===== src/rtl/csr_pkg.sv =====
// Shared definitions for the CSR sparse encoder/decoder pair: FSM encoding,
// frame-size constants and the raster position helper.
package csr_pkg;

    typedef enum logic [1:0] {
        ST_IDLE  = 2'd0,
        ST_EMIT  = 2'd1,
        ST_FLUSH = 2'd2
    } csr_state_e;

    localparam int CSR_IMAGE_SIZE_DEF = 36;
    localparam int CSR_FRAME_PIX_DEF  = CSR_IMAGE_SIZE_DEF * CSR_IMAGE_SIZE_DEF;

    function automatic int frame_pixels(input int size);
        return size * size;
    endfunction

    // Raster position of a (row, col) entry; the encoder uses the same mapping.
    function automatic int csr_position(input int row, input int col, input int size);
        return row * size + col;
    endfunction

endpackage


===== src/rtl/csr_decoder.sv =====
// Expands a raster-ordered stream of sparse (value, col, row) entries back into
// a dense image_size x image_size pixel stream, with zeros between entries.
module csr_decoder
    import csr_pkg::*;
#(
    parameter int col_length         = 8,
    parameter int word_length        = 8,
    parameter int double_word_length = 16,
    parameter int image_size         = CSR_IMAGE_SIZE_DEF
) (
    input  logic                          clk,
    input  logic                          rst,
    input  logic                          in_valid,
    output logic                          in_ready,
    input  logic [word_length-1:0]        in_value,
    input  logic [col_length-1:0]         in_col,
    input  logic [col_length-1:0]         in_row,
    input  logic                          in_last,
    input  logic                          in_empty,
    output logic                          out_valid,
    input  logic                          out_ready,
    output logic [word_length-1:0]        out_data,
    output logic                          out_last,
    output logic [double_word_length-1:0] nnz_count,
    output logic                          err
);

    localparam int FRAME = frame_pixels(image_size);
    localparam logic [double_word_length-1:0] LAST_POS = double_word_length'(FRAME - 1);
    localparam logic [double_word_length-1:0] ONE      = double_word_length'(1);

    csr_state_e                    r_state;
    csr_state_e                    w_state_nxt;

    logic                          r_pend_valid;
    logic [word_length-1:0]        r_pend_value;
    logic [double_word_length-1:0] r_pend_pos;
    logic                          r_pend_last;
    logic                          r_pend_empty;
    logic                          r_pend_bad;

    logic [double_word_length-1:0] r_pos;
    logic [double_word_length-1:0] r_nnz;
    logic                          r_out_valid;
    logic [word_length-1:0]        r_out_data;
    logic                          r_out_last;
    logic                          r_err;

    logic                          w_adv;
    logic                          w_accept;
    logic                          w_consume;
    logic                          w_set_err;
    logic                          w_final;
    logic                          w_in_bad;
    logic [double_word_length-1:0] w_in_pos;
    logic [double_word_length-1:0] w_pos_nxt;
    logic [double_word_length-1:0] w_nnz_cur;
    logic [double_word_length-1:0] w_nnz_nxt;
    logic                          w_ov_nxt;
    logic [word_length-1:0]        w_od_nxt;
    logic                          w_ol_nxt;

    assign w_adv    = !r_out_valid || out_ready;
    assign in_ready = !rst && (!r_pend_valid || w_consume);
    assign w_accept = in_valid && in_ready;
    assign w_final  = (r_pos == LAST_POS);
    assign w_in_pos = double_word_length'(csr_position(int'(in_row), int'(in_col), image_size));
    // An empty end-of-frame marker carries no coordinates, so it is never out of range.
    assign w_in_bad = !(in_last && in_empty) &&
                      ((int'(in_col) >= image_size) || (int'(in_row) >= image_size));

    assign out_valid = r_out_valid;
    assign out_data  = r_out_data;
    assign out_last  = r_out_last;
    assign nnz_count = r_nnz;
    assign err       = r_err;

    always_ff @(posedge clk) begin
        if (rst) begin
            r_state <= ST_IDLE;
        end else begin
            r_state <= w_state_nxt;
        end
    end

    // IDLE with a pending entry behaves exactly like EMIT at pos 0, so the first
    // pixel of a frame costs no extra cycle.
    always_comb begin
        w_state_nxt = r_state;
        w_nnz_cur   = (r_state == ST_IDLE && r_pend_valid) ? '0 : r_nnz;
        w_nnz_nxt   = w_nnz_cur;
        w_pos_nxt   = r_pos;
        w_consume   = 1'b0;
        w_set_err   = 1'b0;
        w_ov_nxt    = r_out_valid;
        w_od_nxt    = r_out_data;
        w_ol_nxt    = r_out_last;
        case (r_state)
            ST_IDLE, ST_EMIT: begin
                if (r_state == ST_IDLE && r_pend_valid) begin
                    w_state_nxt = ST_EMIT;
                end
                if (w_adv) begin
                    w_ov_nxt = 1'b0;
                    w_ol_nxt = 1'b0;
                    if (r_pend_valid) begin
                        if (r_pend_last && r_pend_empty) begin
                            w_consume   = 1'b1;
                            w_state_nxt = ST_FLUSH;
                        end else if (r_pend_bad || r_pend_pos < r_pos) begin
                            w_consume = 1'b1;
                            w_set_err = 1'b1;
                            if (r_pend_last) begin
                                w_state_nxt = ST_FLUSH;
                            end
                        end else begin
                            w_ov_nxt  = 1'b1;
                            w_ol_nxt  = w_final;
                            w_od_nxt  = '0;
                            w_pos_nxt = w_final ? '0 : r_pos + ONE;
                            if (r_pend_pos == r_pos) begin
                                w_od_nxt  = r_pend_value;
                                w_consume = 1'b1;
                                w_nnz_nxt = w_nnz_cur + ONE;
                            end
                            // Reaching the final pixel without the last entry ends the frame in error.
                            if (w_final) begin
                                w_state_nxt = ST_IDLE;
                                if (!(w_consume && r_pend_last)) begin
                                    w_set_err = 1'b1;
                                end
                            end else if (w_consume && r_pend_last) begin
                                w_state_nxt = ST_FLUSH;
                            end
                        end
                    end
                end
            end
            ST_FLUSH: begin
                if (w_adv) begin
                    w_ov_nxt  = 1'b1;
                    w_od_nxt  = '0;
                    w_ol_nxt  = w_final;
                    w_pos_nxt = w_final ? '0 : r_pos + ONE;
                    if (w_final) begin
                        w_state_nxt = ST_IDLE;
                    end
                end
            end
            default: begin
                w_state_nxt = ST_IDLE;
            end
        endcase
    end

    always_ff @(posedge clk) begin
        if (rst) begin
            r_pend_valid <= 1'b0;
            r_pos        <= '0;
            r_nnz        <= '0;
            r_out_valid  <= 1'b0;
            r_out_data   <= '0;
            r_out_last   <= 1'b0;
            r_err        <= 1'b0;
        end else begin
            if (w_accept) begin
                r_pend_valid <= 1'b1;
            end else if (w_consume) begin
                r_pend_valid <= 1'b0;
            end
            r_pos       <= w_pos_nxt;
            r_nnz       <= w_nnz_nxt;
            r_out_valid <= w_ov_nxt;
            r_out_data  <= w_od_nxt;
            r_out_last  <= w_ol_nxt;
            if (w_set_err) begin
                r_err <= 1'b1;
            end
        end
    end

    // Entry payload is qualified by r_pend_valid and needs no reset.
    always_ff @(posedge clk) begin
        if (w_accept) begin
            r_pend_value <= in_value;
            r_pend_pos   <= w_in_pos;
            r_pend_last  <= in_last;
            r_pend_empty <= in_empty;
            r_pend_bad   <= w_in_bad;
        end
    end

endmodule

===== config.mk =====
export PLATFORM = sky130hd
export DESIGN_NAME = csr_decoder
export DESIGN_NICKNAME = d
export VERILOG_FILES = /design/src/rtl/csr_pkg.sv /design/src/rtl/csr_decoder.sv
export SDC_FILE = /design/constraint.sdc
export NUM_CORES = 1
export LEC_CHECK = 0
export ABC_AREA = 1
export BUFFER_PORTS_ARGS = -buffer_cell sky130_fd_sc_hd__buf_4
export CORE_MARGIN = 2
export CORE_UTILIZATION = 51
export DETAILED_ROUTE_END_ITERATION = 16
export PLACE_DENSITY_LB_ADDON = 0.12
export SYNTH_ARGS = -nofsm -noshare
export SYNTH_HDL_FRONTEND = slang
export SYNTH_SLANG_ARGS = --single-unit
export TNS_END_PERCENT = 1

===== constraint.sdc =====
create_clock -name clk -period 3.9 [get_ports clk]
set_clock_uncertainty 0.15 [all_clocks]
set_input_delay 0.195 -clock clk [delete_from_list [all_inputs] [get_ports clk]]
set_output_delay 0.195 -clock clk [all_outputs]
set_load 0.005 [all_outputs]

### Yosys cells after proc, flatten, opt, wreduce, memory -nomap -nowiden

Cells that the tools add are included.

| word-level totals | value |
|---|---|
| register bits after elaboration | 73 |
| bits of input ports | 30 |
| output and inout bits | 28 |
| logic and storage cells | 116 |

| operators by class | value |
|---|---|
| $add $sub $neg | 3 |
| $mul | 1 |
| magnitude comparators | 3 |
| equality and inequality tests | 10 |
| mux-type cells | 64 |
| reductions and logical operators | 22 |

Operators by type and width:

| operator | count |
|---|---|
| $mux W16 | 13 |
| $mux W8 | 6 |
| $add A16 B1 Y16 const B | 2 |
| $pmux W16 S2 | 1 |
| $mux W1 | 30 |
| $mux W2 | 10 |
| $eq A16 B11 Y1 const B | 1 |
| $eq A16 B16 Y1 | 1 |
| $ge A8 B6 Y1 const B | 2 |
| $lt A16 B16 Y1 | 1 |
| $pmux W8 S2 | 1 |
| $add A14 B8 Y15 | 1 |
| $mul A8 B4 Y12 const B | 1 |
| $ne A2 B2 Y1 const B | 6 |
| $logic_and A1 B1 Y1 | 7 |
| $reduce_and A6 Y1 | 1 |
| $logic_not A1 Y1 | 4 |
| $logic_or A1 B1 Y1 | 4 |
| $pmux W1 S2 | 2 |
| $pmux W2 S2 | 1 |
| $reduce_bool A2 Y1 | 2 |
| $reduce_and A3 Y1 | 1 |
| $eq A2 B1 Y1 const B | 1 |
| $eq A2 B2 Y1 const B | 1 |
| 3 further kinds | 3 |

### Depth between registers and ports, before layout

Gate-level depths: netlist of run 1.

| logic depth | value |
|---|---|
| word-level depth | 16 |
| depth in mapped cells | 17 |

### Worst setup path before layout of run 1

OpenSTA, ideal clock, no wires.

| timing path | value |
|---|---|
| path kind | reg-to-reg |
| start point | register r_pos[9] |
| end point | register r_pend_bad, enable pin |
| data arrival time | 3341 ps |
| data required time | 3308 ps |
| slack | -32 ps |
| stages on the path, launching flop included | 14 |
| path buffers | 0 |
| period minus slack after synthesis | 3932 ps |
| cell sequence | dfxtp_1 inv_1 ha_1 nand2_1 nand2_1 nand3_1 nand2_1 a21oi_1 nand2_2 nand2_4 nor3_1 nand2_1 nand2_1 nor3_1 |

| between the ends | value |
|---|---|
| longest elaborated chain between the ends | 15 |

Ends and longest elaborated chain:

| element | line | RTL |
|---|---|---|
| from (decl) | csr_decoder.sv:42 | `logic [double_word_length-1:0] r_pos;` |
| from (signal assigned) | csr_decoder.sv:171 | `r_pos <= w_pos_nxt;` |
| $eq A16 B16 Y1 | csr_decoder.sv:121 | `if (r_pend_pos == r_pos) begin` |
| $mux W1 | csr_decoder.sv:121 |  |
| $mux W1 | csr_decoder.sv:110 | `end else if (r_pend_bad \|\| r_pend_pos < r_pos) begin` |
| $mux W1 | csr_decoder.sv:107 | `if (r_pend_last && r_pend_empty) begin` |
| $mux W1 | csr_decoder.sv:106 | `if (r_pend_valid) begin` |
| $mux W1 | csr_decoder.sv:103 | `if (w_adv) begin` |
| $mux W1 | csr_decoder.sv:98 | `case (r_state)` |
| $mux W1 * | csr_decoder.sv:110 |  |
| $mux W1 * | csr_decoder.sv:107 |  |
| $mux W1 * | csr_decoder.sv:106 |  |
| $mux W1 * | csr_decoder.sv:103 |  |
| $mux W1 * | csr_decoder.sv:98 |  |
| $logic_or A1 B1 Y1 * | csr_decoder.sv:64 | `assign in_ready = !rst && (!r_pend_valid \|\| w_consume);` |
| $logic_and A1 B1 Y1 * | csr_decoder.sv:64 |  |
| $logic_and A1 B1 Y1 * | csr_decoder.sv:65 | `assign w_accept = in_valid && in_ready;` |
| via w_accept | csr_decoder.sv:50 | `logic w_accept;` |
| to (signal assigned) | csr_decoder.sv:189 | `r_pend_bad <= w_in_bad;` |
| to (decl) | csr_decoder.sv:40 | `logic r_pend_bad;` |

Mark *: on every way through the listed nets, which the timed path passes. The rest lies on a longest branch. The select of a mux whose other input is x is not followed.
A chain may end at the register's enable or synchronous reset.

### Worst setup path in the final report of run 1

| timing path | value |
|---|---|
| start point | register r_pos[7] |
| end point | output in_ready |

| between the ends | value |
|---|---|
| longest elaborated chain between the ends | 14 |

Ends and longest elaborated chain:

| element | line | RTL |
|---|---|---|
| $eq A16 B16 Y1 | csr_decoder.sv:121 |  |
| $mux W1 | csr_decoder.sv:121 |  |
| $mux W1 | csr_decoder.sv:110 |  |
| $mux W1 | csr_decoder.sv:107 |  |
| $mux W1 | csr_decoder.sv:106 |  |
| $mux W1 | csr_decoder.sv:103 |  |
| $mux W1 | csr_decoder.sv:98 |  |
| $mux W1 * | csr_decoder.sv:110 |  |
| $mux W1 * | csr_decoder.sv:107 |  |
| $mux W1 * | csr_decoder.sv:106 |  |
| $mux W1 * | csr_decoder.sv:103 |  |
| $mux W1 * | csr_decoder.sv:98 |  |
| $logic_or A1 B1 Y1 * | csr_decoder.sv:64 |  |
| $logic_and A1 B1 Y1 * | csr_decoder.sv:64 |  |
| to (decl) | csr_decoder.sv:14 | `output logic in_ready,` |

Mark *: on every way between the ends. The rest lies on a longest branch, timed or not. The select of a mux whose other input is x is not followed.

==> results_dict.tcl, run 1 <==
set metrics [dict create \
    outcome "finished clean" \
    cts_max_path_buffers 2 \
    die_area_um2 9760 \
    crit_end "in_ready" \
    drt_pre_antenna_iters 5 \
    grt_pass1_vias 3947 \
    syn-mean-instance-area_um2 7.73 \
    clock-root-buffer "clkbuf_8" \
    ys_warn_count 0 \
    worst_pin_slew_ns 0.643 \
    reg2reg_depth 14 \
    viasPerCell 5.25 \
    cts.sinks 72 \
    synth_cell_type_count 46 \
    cts-resized-gates 0 \
    place_ws_ns 1.07 \
    final_nets 732 \
    boundaryPins 58 \
    wl_per_cell_um 13.2 \
    post-synth-top-count-cell "nand2_1" \
    drc_errors 0 \
    synth_area_um2 4580 \
    synthArstFlopShare 0 \
    arrival_ns 2.68 \
    powerDensity_nw_per_um2 320 \
    crit_start "r_pos[7]" \
    yosys-top-cells-area "dfxtp_1, edfxtp_1, nand2_1" \
    startpoint_type "flop" \
    synth-edff-count 26 \
    r2r_setup_slack_ns 1.04 \
    cp.required_ns 3.56 \
    postRouteAntennaNets 0 \
    setup_viol_count_final 0 \
    drv_slew 0 \
    cap_violations 0 \
    fin_tns_setup_ns 0 \
    clkLatencyLatePin_ns 0.37 \
    vias 4098 \
    hold_buffers 14 \
    grt_pass1_wl_mm 17.4 \
    dp_hpwl_mm 7.68 \
    cts_tree "done" \
    synth-seq-cells 72 \
    fp.dieH_um 98.8 \
    clk_pin_slew_ns 0.09 \
    ir_drop_uv 154 \
    cts_buffers 9 \
    antenna_cells 0 \
    finalHoldViolations 0 \
    r2r-end "r_pend_pos[4]" \
    grt_setup_unrepaired "false" \
    post-cts-setup-buffers 0 \
    placementRows 34 \
    yosys.area.top_type "dfxtp_1" \
    drive_above_1_share 0.177 \
    area_growth_pct 18.2 \
    gp_congestion 0.915 \
    antenna_found_initial 0 \
    gr-usage-all-layers 0.220 \
    regToRegStartpoint "r_pos[9]" \
    yosys-top-cells-count "nand2_1, nor2_1, inv_1" \
    drt-initial-drc-count 144 \
    min_period_ns 3.02 \
    leakagePower_nw 2.31 \
    path_class "flop to output pin" \
    layout_setup_ws_ns 0.875 \
    endpoint_kind "output pin" \
    netlist.area_leader.share 0.201 \
    synthFlopType "dfxtp_1" \
    synthCells 593 \
    hp-class "primary input to flop" \
    wl_mm 10.3 \
    die_w_um 98.8 \
    htreeDepth 3 \
    relSlewSlack 0.570 \
    timing.fmax_mhz 331 \
    ys_seq_area_frac 0.371 \
    start_util 0.526 \
    io_buffers 57 \
    grt_max_degree 30 \
    core_um2 8720 \
    syn_nets 658 \
    min_period_over_period 0.776 \
    crit_path_max_fanout 6 \
    grt_overflow_total 0 \
]
==> routing by layer <==
metal,vias to the layer above,track usage,share of wire
met2,72,0.390,0.50
met4,0,0.0938,0.018
met1,1899,0.265,0.45
li1,2112,-,-
met5,-,0,0
met3,15,0.0348,0.031
==> sequential cells by signal, summed over array words and instances (netlist names), 2 cells and up <==
register,flops
r_state,2
nnz_count,16
r_pos,16
r_pend_value,8
r_pend_pos,15
out_data,8
==> stage by stage <==
step	total power [mW]	std cells	area [um^2]	hold slack, ns	util
CTS	1.74	780	5420	0.00585	0.621
floorplan	1.07	593	4590	0.144	-
detailed placement	1.15	750	5090	0.224	0.584
finish	1.73	780	5420	0.00938	0.621
global placement	1.15	750	5090	0.223	0.584
global route	1.82	780	5420	0.0423	0.621
==> kinds of logic after synthesis <==
group | count (synthesis) | share of synthesized area
XOR/XNOR | 20 | 0.0382
buffers and inverters | 82 | 0.0762
other | 1 | 0.000818
AND/OR/NAND/NOR | 305 | 0.321
flip-flops | 72 | 0.371
AO/OA/AOI/OAI | 78 | 0.0942
adder cells (fa/ha/maj) | 35 | 0.0988
==> worst min-delay path by stage <==
stage | slack, ns | endpoint | cells after the start | from
after floorplan | 0.14 | r_pend_empty | 0 | in_empty
after global placement | 0.22 | r_pend_pos[1] | 1 | in_col[1]
after detailed placement | 0.22 | r_pend_pos[0] | 1 | in_col[0]
after CTS | 0.006 | r_pend_valid | 5 | in_valid
after global routing | 0.04 | r_pend_valid | 5 | in_valid
final | 0.009 | r_pend_valid | 5 | in_valid
==> layout by cell type (no fill, tap or decap), drive strengths merged, types with 2 or more instances in the layout <==
cell type    count
clkinvlp         3
xor2            19
nand4           16
o21ai           19
buf             58
nand2          124
dlygate4sd3     14
nor2            91
a21oi           49
or2              5
ha              33
clkbuf           9
nor4             3
a21o             2
nor3            21
edfxtp          26
nand3b           6
dfxtp           46
inv             76
o31ai            2
fa               2
nand3           36
==> cell type report <==
type,count,area (um^2)
fill,767,3300
multi-input combinational,439,2540
sequential,72,1700
timing repair buffer,72,576
inverter,73,277
tap,108,135
clock buffer,9,124
clock inverter,7,62.6
==> report_power, final <==
| part | internal, mW | total [mW] | switching, mW |
|---|---|---|---|
| Clock | 0.244 | 0.587 | 0.343 |
| Combinational | 0.133 | 0.310 | 0.178 |
| Sequential | 0.820 | 0.837 | 0.0170 |
| Total | 1.20 | 1.73 | 0.538 |
==> critical path: stages (launching register included) <==
cell and delay [ns]:
dfxtp_1 0.43, inv_1 0.13, ha_1 0.32, nand2_1 0.10, nor2_4 0.16, nand2_1 0.07, nand2_1 0.07, nand2_2 0.06
nand2_2 0.13, nand2_4 0.10, nor3_1 0.28, nand2_1 0.12, nand2_1 0.14, nor2_1 0.06, buf_4 0.15
Note: power is estimated with default switching activity, not from simulation.
==> inputs of run 2 (changes only) <==
==> constraint.sdc (replaced) <==
create_clock -name clk -period 2.8 [get_ports clk]
set_clock_uncertainty 0.15 [all_clocks]
set_input_delay 0.14 -clock clk [delete_from_list [all_inputs] [get_ports clk]]
set_output_delay 0.14 -clock clk [all_outputs]
set_load 0.005 [all_outputs]
==> results_dict.tcl, run 2 (synthesis results as in run 1) <==
set metrics [dict create \
    die_w_um 98.8 \
    crit_buf_inv 3 \
    arrival_ns 2.36 \
    final_nets 746 \
    design_area_um2 5570 \
    wl_mm 10.2 \
    critical-path-max-stage-delay_ns 0.35 \
    timing.hold.ws_ns 0.0384 \
    cp.depth 14 \
    die_area_um2 9760 \
    layout_common_cells "nand2_1, nor2_1, buf_4, inv_1, a21oi_1" \
    relSlewSlack 0.629 \
    endpoint_kind "output pin" \
    gp_congestion 0.937 \
    ir_drop_uv 244 \
    core_um2 8720 \
    start_util 0.526 \
    place_inst 762 \
    placementRows 34 \
    layoutNonFillerInstCount 794 \
    min_period_ns 2.65 \
    grt_pass1_vias 3813 \
    antenna_found_initial 0 \
    leakagePower_nw 2.40 \
    fp.dieH_um 98.8 \
    finalHoldViolations 0 \
    cpMaxStageDelayCell "dfxtp_2" \
    hold_depth 2 \
    worst_pin_slew_ns 0.554 \
    clock-root-buffer "clkbuf_8" \
    path_class "flop to output pin" \
    antenna_cells 0 \
    viasPerCell 5.19 \
    drt_pre_antenna_iters 5 \
    grt_overflow_total 0 \
    min_period_over_period 0.947 \
    layout_commonest_cell "nand2_1" \
    cts_buffers 9 \
    postRouteAntennaNets 0 \
    vias 4120 \
    gr-usage-all-layers 0.216 \
    crit_path_max_fanout 6 \
    htreeDepth 3 \
    startpoint_type "flop" \
    cts_max_path_buffers 2 \
    reg2reg_depth 12 \
    cp.required_ns 2.51 \
    clk_pin_slew_ns 0.09 \
    fin_tns_setup_ns 0 \
    cpLargestDelayFamily "simple AND/OR/NAND/NOR gates" \
    area_growth_pct 21.6 \
    dp_hpwl_mm 7.95 \
    boundaryPins 58 \
    outcome "finished clean" \
    drc_errors 0 \
    hp-class "primary input to flop" \
    clkLatencyLatePin_ns 0.36 \
    dpl-instance-area_um2 5190 \
    drv_slew 0 \
    cts_tree "done" \
    grt_pass1_wl_mm 17.2 \
    crit_chain "inv_1, ha_1, nand2_2, nor2_2, nand2_1, inv_2, nand2_2, nand2_4, nand2_4, nor3_4, nand2_2, nand2_2, nor2_1, buf_4" \
    crit_path_frequent_cell "nand2_2" \
    drt-initial-drc-count 154 \
    grt_max_degree 30 \
    cts.sinks 72 \
    wl_per_cell_um 12.9 \
    drive_above_1_share 0.210 \
    setup_viol_count_final 0 \
    power_mw 2.40 \
    io_buffers 57 \
    powerDensity_nw_per_um2 430 \
    timing.fmax_mhz 377 \
    cap_violations 0 \
]
[run 2: layer usage]
| metal | part of all wire | wire length (um) | global-route usage | up-vias |
|---|---|---|---|---|
| li1 | - | - | - | 2145 |
| met1 | 0.44 | 4530 | 0.269 | 1874 |
| met2 | 0.51 | 5200 | 0.385 | 87 |
| met3 | 0.041 | 415 | 0.0411 | 14 |
| met4 | 0.0093 | 95 | 0.0537 | 0 |
| met5 | 0 | 0 | 0 | - |
[run 2: worst paths after layout]
path              slack (ns)            end       from
setup / recovery        0.15       in_ready  r_pos[14]
hold / removal          0.04  nnz_count[15]        rst
setup reg to reg        0.29  r_pend_pos[5]  r_pos[13]
hold reg to reg         0.31            err        err
[run 2: power by group]
group / total, mW / switching, mW / internal [mW]
combinational: 0.447 / 0.252 / 0.194
sequential: 1.17 / 0.0238 / 1.14
clock: 0.785 / 0.447 / 0.338
[run 2: per-stage QoR]
step            util  setup WS (ns)
2_1_floorplan      -         0.0288
3_3_place_gp   0.596         0.0958
3_5_place_dp   0.596        0.00188
4_1_cts        0.635         0.0547
5_1_grt        0.639        -0.0397
6_report       0.639          0.149
[run 2: repair_timing]
| action | CTS | global route |
|---|---|---|
| buffers inserted | 0 | 1 |
| setup endpoints to repair | 1 | 27 |
| hold endpoints to repair | 14 | 0 |
| hold buffers | 15 | 0 |
| resized for setup | 2 | 12 |
| pin swaps | 0 | 3 |
[run 2: cell type report]
type	count	area, um^2
fill	751	3150
inverter	73	277
sequential	72	1710
tap	108	135
clock buffer	9	124
multi-input combinational	439	2570
clock inverter	7	61.3
timing repair buffer	86	696
==> inputs of run 3 (changes only) <==
==> constraint.sdc (replaced) <==
create_clock -name clk -period 2.5 [get_ports clk]
set_clock_uncertainty 0.15 [all_clocks]
set_input_delay 0.125 -clock clk [delete_from_list [all_inputs] [get_ports clk]]
set_output_delay 0.125 -clock clk [all_outputs]
set_load 0.005 [all_outputs]
==> results_dict.tcl, run 3 (synthesis results as in run 1) <==
set metrics [dict create \
    htreeDepth 3 \
    min_period_ns 2.52 \
    endpoint_kind "flop" \
    clkLatencyLatePin_ns 0.36 \
    cts_buffers 9 \
    min_period_over_period 1.01 \
    hp-class "primary input to flop" \
    grt_max_degree 30 \
    setup_viol_count_final 26 \
    grt_setup_unrepaired "true" \
    layout_common_cells "nand2_1, buf_4, nor2_1, inv_1, a21oi_1" \
    violations "negative setup slack" \
    core_um2 8720 \
    timing.fmax_mhz 396 \
    path_class "flop to flop" \
    place_ws_ns -0.239 \
    io_buffers 57 \
    crit_chain "ha_1, nand2_2, nor2_4, buf_4, a21oi_4, nand2_4, nand2_4, nor3_4, nand2_2, nand2_2, buf_6, nor3_4, buf_12, clkbuf_16" \
    cp.required_ns 2.42 \
    drt_pre_antenna_iters 5 \
    layout_setup_ws_ns -0.0240 \
    cpMaxStageDelayCell "edfxtp_1" \
    worst_pin_slew_ns 0.541 \
    wl_per_cell_um 13.4 \
    clock-root-buffer "clkbuf_8" \
    drive_above_1_share 0.308 \
    critical-path-max-stage-delay_ns 0.39 \
    final_nets 785 \
    drc_errors 0 \
    gr-usage-all-layers 0.233 \
    boundaryPins 58 \
    relSlewSlack 0.637 \
    fp.dieH_um 98.8 \
    start_util 0.526 \
    outcome "finished with violations" \
    die_area_um2 9760 \
    drt-initial-drc-count 162 \
    drv_slew 0 \
    area_growth_pct 33.0 \
    arrival_ns 2.45 \
    crit_path_max_fanout 9 \
    leakagePower_nw 2.63 \
    cts_tree "done" \
    cpLargestDelayFamily "simple AND/OR/NAND/NOR gates" \
    cts_max_path_buffers 2 \
    gp_congestion 0.905 \
    grt_pass1_wl_mm 18.6 \
    fin_tns_setup_ns -0.358 \
    clk_pin_slew_ns 0.08 \
    layout_commonest_cell "nand2_1" \
    grt_overflow_total 0 \
    crit_path_frequent_cell "nand2_2" \
    vias 4385 \
    viasPerCell 5.26 \
    finalHoldViolations 0 \
    timing.hold.ws_ns 0.0332 \
    crit_buf_inv 4 \
    cap_violations 0 \
    ir_drop_uv 241 \
    placementRows 34 \
    antenna_found_initial 0 \
    cts.sinks 72 \
    powerDensity_nw_per_um2 458 \
    startpoint_type "flop" \
    dp_hpwl_mm 8.39 \
    postRouteAntennaNets 0 \
    wl_mm 11.2 \
    die_w_um 98.8 \
    grt_pass1_vias 4252 \
    antenna_cells 0 \
]
[run 3: path summary, 6_finish.rpt]
| path | from | to | slack, ns | cells after the start |
|---|---|---|---|---|
| min | rst | nnz_count[15] | 0.03 | 2 |
| max | r_pend_pos[12] | r_pend_pos[13] | -0.02 | 14 |
| min reg2reg | err | err | 0.32 | 2 |
| max reg2reg | r_pend_pos[12] | r_pend_pos[13] | -0.02 | 14 |
[run 3: power by group]
| part | internal [mW] | switching, mW |
|---|---|---|
| Combinational | 0.297 | 0.314 |
| Sequential | 1.28 | 0.0293 |
| Clock | 0.382 | 0.494 |
[run 3: layer usage]
layer  track usage  up-vias  part of all wire
met5             0        -                 0
li1              -     2231                 -
met3        0.0383       14             0.034
met2         0.413       93              0.52
met4        0.0822        0             0.015
met1         0.286     2047              0.43
[run 3: final cells by class]
class                           count  area (um^2)
Multi-Input combinational cell    439         2730
Fill cell                         706         2620
Sequential cell                    72         1730
Timing Repair Buffer              125         1030
Inverter                           73          279
Tap cell                          108          135
Clock buffer                        9          124
Clock inverter                      7         65.1
[run 3: stage by stage]
stage                     power, mW  utilization  instances  cell area, um^2
after detailed placement       1.89        0.633        786             5520
final                          2.79        0.699        833             6100
after CTS                      2.79        0.686        830             5980
after floorplan                1.69            -        593             4750
after global placement         1.87        0.633        786             5520
after global routing           2.94        0.699        833             6100
[run 3: what timing repair did]
action,CTS,global route
resized for setup,8,21
endpoints found under the hold margin,14,0
endpoints found under the setup margin,1,43
hold buffers,14,0
pin swaps,12,13
buffers inserted,15,3
gates cloned,0,1
